$ cat config.mk
export PLATFORM = sky130hd
export DESIGN_NAME = uart_loader
export DESIGN_NICKNAME = d
export VERILOG_FILES = /design/src/rtl/loader_pkg.sv /design/src/rtl/uart_rx.sv /design/src/rtl/uart_loader.sv
export SDC_FILE = /design/constraint.sdc
export NUM_CORES = 1
export LEC_CHECK = 0
export CAP_MARGIN = 10
export CORE_MARGIN = 1.5
export CORE_UTILIZATION = 39
export CTS_BUF_LIST = sky130_fd_sc_hd__clkbuf_16
export DETAILED_ROUTE_END_ITERATION = 10
export DONT_BUFFER_PORTS = 1
export HOLD_SLACK_MARGIN = 0.03
export PLACE_DENSITY = 0.58
export SLEW_MARGIN = 20
export SYNTH_ARGS = -nofsm -noshare
export SYNTH_HDL_FRONTEND = slang
export SYNTH_SLANG_ARGS = --single-unit
$ cat constraint.sdc
create_clock -name CLK -period 2.08 [get_ports CLK]
set_input_delay 0.208 -clock CLK [delete_from_list [all_inputs] [get_ports CLK]]
set_output_delay 0.208 -clock CLK [all_outputs]
set_load 0.01 [all_outputs]
$ cat src/rtl/loader_pkg.sv
`default_nettype none
// ---------------------------------------------------------------------------
// loader_pkg: shared state types and constants for the UART boot loader. Rev 1.0
// ---------------------------------------------------------------------------
package loader_pkg;

  typedef enum logic [2:0] {
    L_WAIT_SYNC = 3'd0,
    L_LEN       = 3'd1,
    L_DATA      = 3'd2,
    L_DONE      = 3'd3,
    L_ERR       = 3'd4
  } loader_state_t;

  typedef enum logic [1:0] {
    U_IDLE  = 2'd0,
    U_START = 2'd1,
    U_DATA  = 2'd2,
    U_STOP  = 2'd3
  } uart_state_t;

  localparam logic [7:0] SYNC_BYTE = 8'hA5;

endpackage
`default_nettype wire

$ cat src/rtl/uart_rx.sv
`default_nettype none
// ---------------------------------------------------------------------------
// uart_rx: 8N1 receiver with 2-flop input synchronizer and mid-bit sampling. Rev 1.0
// ---------------------------------------------------------------------------
module uart_rx
  import loader_pkg::*;
#(
  parameter int CLKS_PER_BIT = 16
) (
  input  logic       CLK,
  input  logic       RESETn,
  input  logic       RX,
  output logic [7:0] DATA,
  output logic       VALID,
  output logic       FRAME_ERR
);

  localparam int CW = $clog2(CLKS_PER_BIT);
  localparam logic [CW-1:0] HALF = CW'(CLKS_PER_BIT / 2);
  localparam logic [CW-1:0] LAST = CW'(CLKS_PER_BIT - 1);

  logic          rx_meta;
  logic          rx_sync;
  logic          rx_prev;
  uart_state_t   state;
  logic [CW-1:0] cnt;
  logic [2:0]    bit_idx;

  // Flops reset high so an idle line is never mistaken for a start edge.
  always_ff @(posedge CLK or negedge RESETn) begin
    if (!RESETn) begin
      rx_meta <= 1'b1;
      rx_sync <= 1'b1;
      rx_prev <= 1'b1;
    end else begin
      rx_meta <= RX;
      rx_sync <= rx_meta;
      rx_prev <= rx_sync;
    end
  end

  always_ff @(posedge CLK or negedge RESETn) begin
    if (!RESETn) begin
      state     <= U_IDLE;
      cnt       <= '0;
      bit_idx   <= '0;
      DATA      <= '0;
      VALID     <= 1'b0;
      FRAME_ERR <= 1'b0;
    end else begin
      VALID     <= 1'b0;
      FRAME_ERR <= 1'b0;
      case (state)
        U_IDLE: begin
          cnt <= '0;
          if (rx_prev && !rx_sync) state <= U_START;
        end
        U_START: begin
          if (cnt == HALF) begin
            cnt     <= '0;
            bit_idx <= '0;
            state   <= rx_sync ? U_IDLE : U_DATA;
          end else begin
            cnt <= cnt + 1'b1;
          end
        end
        U_DATA: begin
          if (cnt == LAST) begin
            cnt     <= '0;
            DATA    <= {rx_sync, DATA[7:1]};
            bit_idx <= bit_idx + 1'b1;
            if (bit_idx == 3'd7) state <= U_STOP;
          end else begin
            cnt <= cnt + 1'b1;
          end
        end
        U_STOP: begin
          if (cnt == LAST) begin
            cnt       <= '0;
            VALID     <= rx_sync;
            FRAME_ERR <= ~rx_sync;
            state     <= U_IDLE;
          end else begin
            cnt <= cnt + 1'b1;
          end
        end
        default: state <= U_IDLE;
      endcase
    end
  end

endmodule
`default_nettype wire

$ cat src/rtl/uart_loader.sv
`default_nettype none
// ---------------------------------------------------------------------------
// uart_loader: framed UART program loader driving a RAM write port. Rev 1.0
// ---------------------------------------------------------------------------
module uart_loader
  import loader_pkg::*;
#(
  parameter int XLEN         = 32,
  parameter int RAM_SIZE     = 'h600,
  parameter int CLKS_PER_BIT = 16,
  localparam int AW          = $clog2(RAM_SIZE)
) (
  input  logic            CLK,
  input  logic            RESETn,
  input  logic            RX,
  output logic            MEM_WE,
  output logic [AW-1:0]   MEM_ADDR,
  output logic [XLEN-1:0] MEM_WDATA,
  output logic            CPU_RESETn,
  output logic            BUSY,
  output logic            ERROR
);

  logic [7:0]    rx_data;
  logic          rx_valid;
  logic          rx_ferr;
  loader_state_t state;
  logic [1:0]    byte_cnt;
  logic [23:0]   len_lo;
  logic [AW:0]   words_left;
  logic [31:0]   len_word;

  uart_rx #(.CLKS_PER_BIT(CLKS_PER_BIT)) u_rx (
    .CLK       (CLK),
    .RESETn    (RESETn),
    .RX        (RX),
    .DATA      (rx_data),
    .VALID     (rx_valid),
    .FRAME_ERR (rx_ferr)
  );

  // Full length as it stands once the fourth (most significant) byte arrives.
  assign len_word = {rx_data, len_lo};

  always_ff @(posedge CLK or negedge RESETn) begin
    if (!RESETn) begin
      state      <= L_WAIT_SYNC;
      byte_cnt   <= '0;
      len_lo     <= '0;
      words_left <= '0;
      MEM_WE     <= 1'b0;
      MEM_ADDR   <= '0;
      MEM_WDATA  <= '0;
      CPU_RESETn <= 1'b0;
      BUSY       <= 1'b0;
      ERROR      <= 1'b0;
    end else begin
      MEM_WE <= 1'b0;
      case (state)
        L_WAIT_SYNC: begin
          if (rx_valid && rx_data == SYNC_BYTE) begin
            state    <= L_LEN;
            BUSY     <= 1'b1;
            byte_cnt <= '0;
          end
        end
        L_LEN: begin
          if (rx_ferr) begin
            state <= L_ERR;
            ERROR <= 1'b1;
            BUSY  <= 1'b0;
          end else if (rx_valid) begin
            byte_cnt <= byte_cnt + 1'b1;
            case (byte_cnt)
              2'd0: len_lo[7:0]   <= rx_data;
              2'd1: len_lo[15:8]  <= rx_data;
              2'd2: len_lo[23:16] <= rx_data;
              default: begin
                if (len_word == 32'd0) begin
                  state      <= L_DONE;
                  CPU_RESETn <= 1'b1;
                  BUSY       <= 1'b0;
                end else if (len_word > 32'(RAM_SIZE)) begin
                  state <= L_ERR;
                  ERROR <= 1'b1;
                  BUSY  <= 1'b0;
                end else begin
                  state      <= L_DATA;
                  words_left <= len_word[AW:0];
                end
              end
            endcase
          end
        end
        L_DATA: begin
          // The write cycle is consumed here; the address holds on the last word.
          if (MEM_WE) begin
            if (words_left == (AW+1)'(1)) begin
              state      <= L_DONE;
              CPU_RESETn <= 1'b1;
              BUSY       <= 1'b0;
            end else begin
              MEM_ADDR   <= MEM_ADDR + 1'b1;
              words_left <= words_left - 1'b1;
            end
          end else if (rx_ferr) begin
            state <= L_ERR;
            ERROR <= 1'b1;
            BUSY  <= 1'b0;
          end else if (rx_valid) begin
            MEM_WDATA[8*byte_cnt +: 8] <= rx_data;
            byte_cnt                   <= byte_cnt + 1'b1;
            if (byte_cnt == 2'd3) MEM_WE <= 1'b1;
          end
        end
        L_DONE, L_ERR: ;
        default: state <= L_WAIT_SYNC;
      endcase
    end
  end

endmodule
`default_nettype wire

==> out/metrics.cfg <==
[status]
run_status = finished with violations
failed_checks = hold timing, setup timing

[logic_synthesis]
ys_warns = 0
yosysTopAreaCellShare_pct = 50.9
synth-edff-count = 0
synth-seq-cells = 110
asyncSetResetFlopFracSynth_pct = 100
synth_area_leader_cell = sky130_fd_sc_hd__dfrtp_1
fraction_of_the_yosys_area_taken_by_sequential_cells_pct = 52.4
syn-num-nets = 529
ys.flop_type = sky130_fd_sc_hd__dfrtp_1
yosys.cell_types.count = 59
avgSynthCellArea_sq_um = 10.3
yosys-top-cells-area = sky130_fd_sc_hd__dfrtp_1 51%, sky130_fd_sc_hd__mux2_2 7.1%, sky130_fd_sc_hd__nand2_1 6.8%, sky130_fd_sc_hd__o21ai_0 4.5%, sky130_fd_sc_hd__ha_1 4.0%
synthesis.instances = 509
netlist_area_sq_um = 5260

[final_layout]
seq_area_sq_um = 2760
most_common_library_cell_in_the_layout_ignoring_fill_and_taps = sky130_fd_sc_hd__dfrtp_1
area_delta_synth_final_pct = 13.7
final_cell_area_sq_um = 5990
leading_cell_types_in_the_layout_fill_and_taps_excluded = 107 x sky130_fd_sc_hd__dfrtp_1, 93 x sky130_fd_sc_hd__nand2_1, 47 x sky130_fd_sc_hd__o21ai_0, 35 x sky130_fd_sc_hd__buf_4, 33 x sky130_fd_sc_hd__mux2_2
multi_input_area_sq_um = 2380
antenna-diode-count = 0
final.fill_count = 1255
nNetsFinal = 552
layout.core_utilization_pct = 45.4
post_route_cells_drive_above_1_share_pct = 20.3

[setup_path]
r2r_cells = 5
crit_path_end = words_left[1]$_DFFE_PN0P_
cp-start-kind = flop
endpoint_kind = flop
required_time_of_the_critical_path_ns = 2.32
worst-path-max-fanout = 3
regToRegSetupSlack_ns = -0.05
timing.setup.critical_path_class = reg -> reg
timing.critical_path.slowest_cell_delay_ns = 0.53
timing.critical_path.slowest_stage_cell = sky130_fd_sc_hd__or4_4
crit_path_start = u_rx.DATA[4]$_DFFE_PN0P_
arrival_ns = 2.37
ff_to_ff_start = u_rx.DATA[4]$_DFFE_PN0P_
ff_to_ff_end = words_left[1]$_DFFE_PN0P_
crit_chain = or4_4 -> nand4b_4 -> o41ai_4 -> and2_1 -> mux2_4

[power]
pwr_density_cell_nw_per_um2 = 694
p_total_mw = 4.15
irDropWorstVdd_uv = 612
power_leakage_nw = 2.68

[cts]
cts_tree = done
clock-sinks = 110
htree_levels = 3
post_cts_hold_buffer_count = 1
cts-root-to-sink-buffers = 2
clk_pin_slew_worst_paths_ns = 0.08
worstSkewPairLatency_ns = 0.35
numCtsBuffers = 9
clk_root_buf = sky130_fd_sc_hd__clkbuf_16

[sta]
final-max-slew-violation-count = 0
fmax_ghz = 0.469
setup_viol_count_final = 3
slew-limit-headroom_pct = 71.2
period_needed_ns = 2.13
fin_skew_ns = 0.0101
layout_worst_path_cycle_share_pct = 103
final_hold_viol_count = 110
worst_pin_slew_ns = 0.426
grt_setup_unrepaired = true
timing.final.ws_setup_ns = -0.0542
hold-worst-slack_ns = -0.450
fin_setup_tns_ns = -0.0823

[route]
detailed_route_vias_per_instance = 5.35
vias = 3809
drt_iter0_markers = 371
drt.antenna.violating_nets = 0
drt_drc_violations_left = 0
detail_route.wirelength_um = 11800
drt_pre_antenna_iters = 5
wire_per_inst_um = 16.6

[floorplan]
core-area_sq_um = 13200
initial_utilization_pct = 39.9
dieHeight_um = 119
floorplan.die.width_um = 119
io_pins = 50
row_count = 42
die_area_sq_um = 14200

[hold_path]
hold_path_class = in -> async

[global_route]
first_global_vias = 3732
grt_antenna_before_repair = 0
grt_max_degree = 111
grt_pass1_wl_um = 19400
remaining_overflow_grt = 0
track_usage_pct = 17.1

[run]
maxCapViolCount = 0

[place]
numPortBuffers = 0
placement.cell_area_sq_um = 5630
dp.final_hpwl_um = 8000
rd_place_congestion = 0.827

-- sequential cells by signal, summed over array words and instances, names as in the netlist, 2 cells and up, named ones only --
signal        count
u_rx.DATA         8
byte_cnt          2
u_rx.bit_idx      3
MEM_WDATA        32
state             3
len_lo           24
words_left       12
MEM_ADDR         11
u_rx.cnt          4
-- how the worst min path moves through the flow --
stage / startpoint / end / slack [ns] / cells past startpoint
after floorplan: RESETn / BUSY$_DFFE_PN0P_ / -0.09 / 0
after global placement: RESETn / words_left[4]$_DFFE_PN0P_ / -0.08 / 0
after detailed placement: RESETn / words_left[4]$_DFFE_PN0P_ / -0.08 / 0
after CTS: RESETn / u_rx.cnt[3]$_DFF_PN0_ / -0.46 / 0
after global routing: RESETn / len_lo[12]$_DFFE_PN0P_ / -0.47 / 0
final: RESETn / words_left[7]$_DFFE_PN0P_ / -0.45 / 0
-- per-layer routing --
metal | share of wire [%] | up-vias | routed length (um) | global-route usage [%]
li1 | - | 1841 | - | -
met1 | 46 | 1872 | 5380 | 22.8
met2 | 48 | 84 | 5690 | 27.8
met3 | 5.3 | 12 | 629 | 5.08
met4 | 0.79 | 0 | 93 | 3.61
met5 | 0 | - | 0 | 0
-- worst max-delay path: cells and delay by family, from the launching register on --
| kind | cells | cell delay, ns |
|---|---|---|
| flip-flops | 1 | 0.38 |
| AO/OA/AOI/OAI | 1 | 0.37 |
| multiplexers | 1 | 0.30 |
| AND/OR/NAND/NOR | 3 | 0.96 |
-- Yosys cell counts, drive strengths merged (3+ instances only) --
cell type  instances
nand3             13
buf                8
dfstp              3
ha                17
nand4              7
or3b               3
o2bb2ai            3
nand4b             3
o211ai             3
nor2              14
o21a               4
xor2               6
nand2             96
and3               6
o21ai             47
dfrtp            107
mux2i              3
xnor2              6
a31oi              7
a21oi             12
a22o               6
mux2              34
clkbuf            18
nor3              20
nand2b             6
nor3b              5
inv               16
nor4               7
-- what timing repair did --
| action | in CTS | in global routing |
|---|---|---|
| pin swaps | 0 | 2 |
| resized for setup | 1 | 13 |
| setup buffers | 0 | 1 |
| endpoints found under the hold margin | 111 | 110 |
| endpoints found under the setup margin | 3 | 40 |
-- power breakdown --
group / switching [mW] / internal, mW
combinational: 0.179 / 0.148
clock: 0.790 / 0.819
sequential: 0.0383 / 2.18
total: 1.01 / 3.15
-- layout make-up --
type / instances / share of cell area (%)
Timing Repair Buffer: 38 / 4.93
Multi-Input combinational cell: 357 / 39.8
Sequential cell: 110 / 46.0
Clock buffer: 9 / 3.76
Tap cell: 176 / 3.68
Inverter: 16 / 1.00
Clock inverter: 6 / 0.815
-- kinds of logic after synthesis --
family          count (synthesis)  synth area share (%)
simple gates                  189                  17.6
fa+ha+maj                      17                  4.04
buf+inv                        42                  3.57
flops                         110                  52.4
mux                            37                  7.92
xor+xnor                       12                  2.00
compound gates                102                  12.6
-- metrics by stage --
step,worst slack [ns],cells
CTS,-0.0675,711
detailed placement,-0.0506,695
finish,-0.0542,712
floorplan,-0.186,509
global route,-0.125,712
global placement,-0.0259,695
No activity file was read; power rests on OpenSTA's default activity.
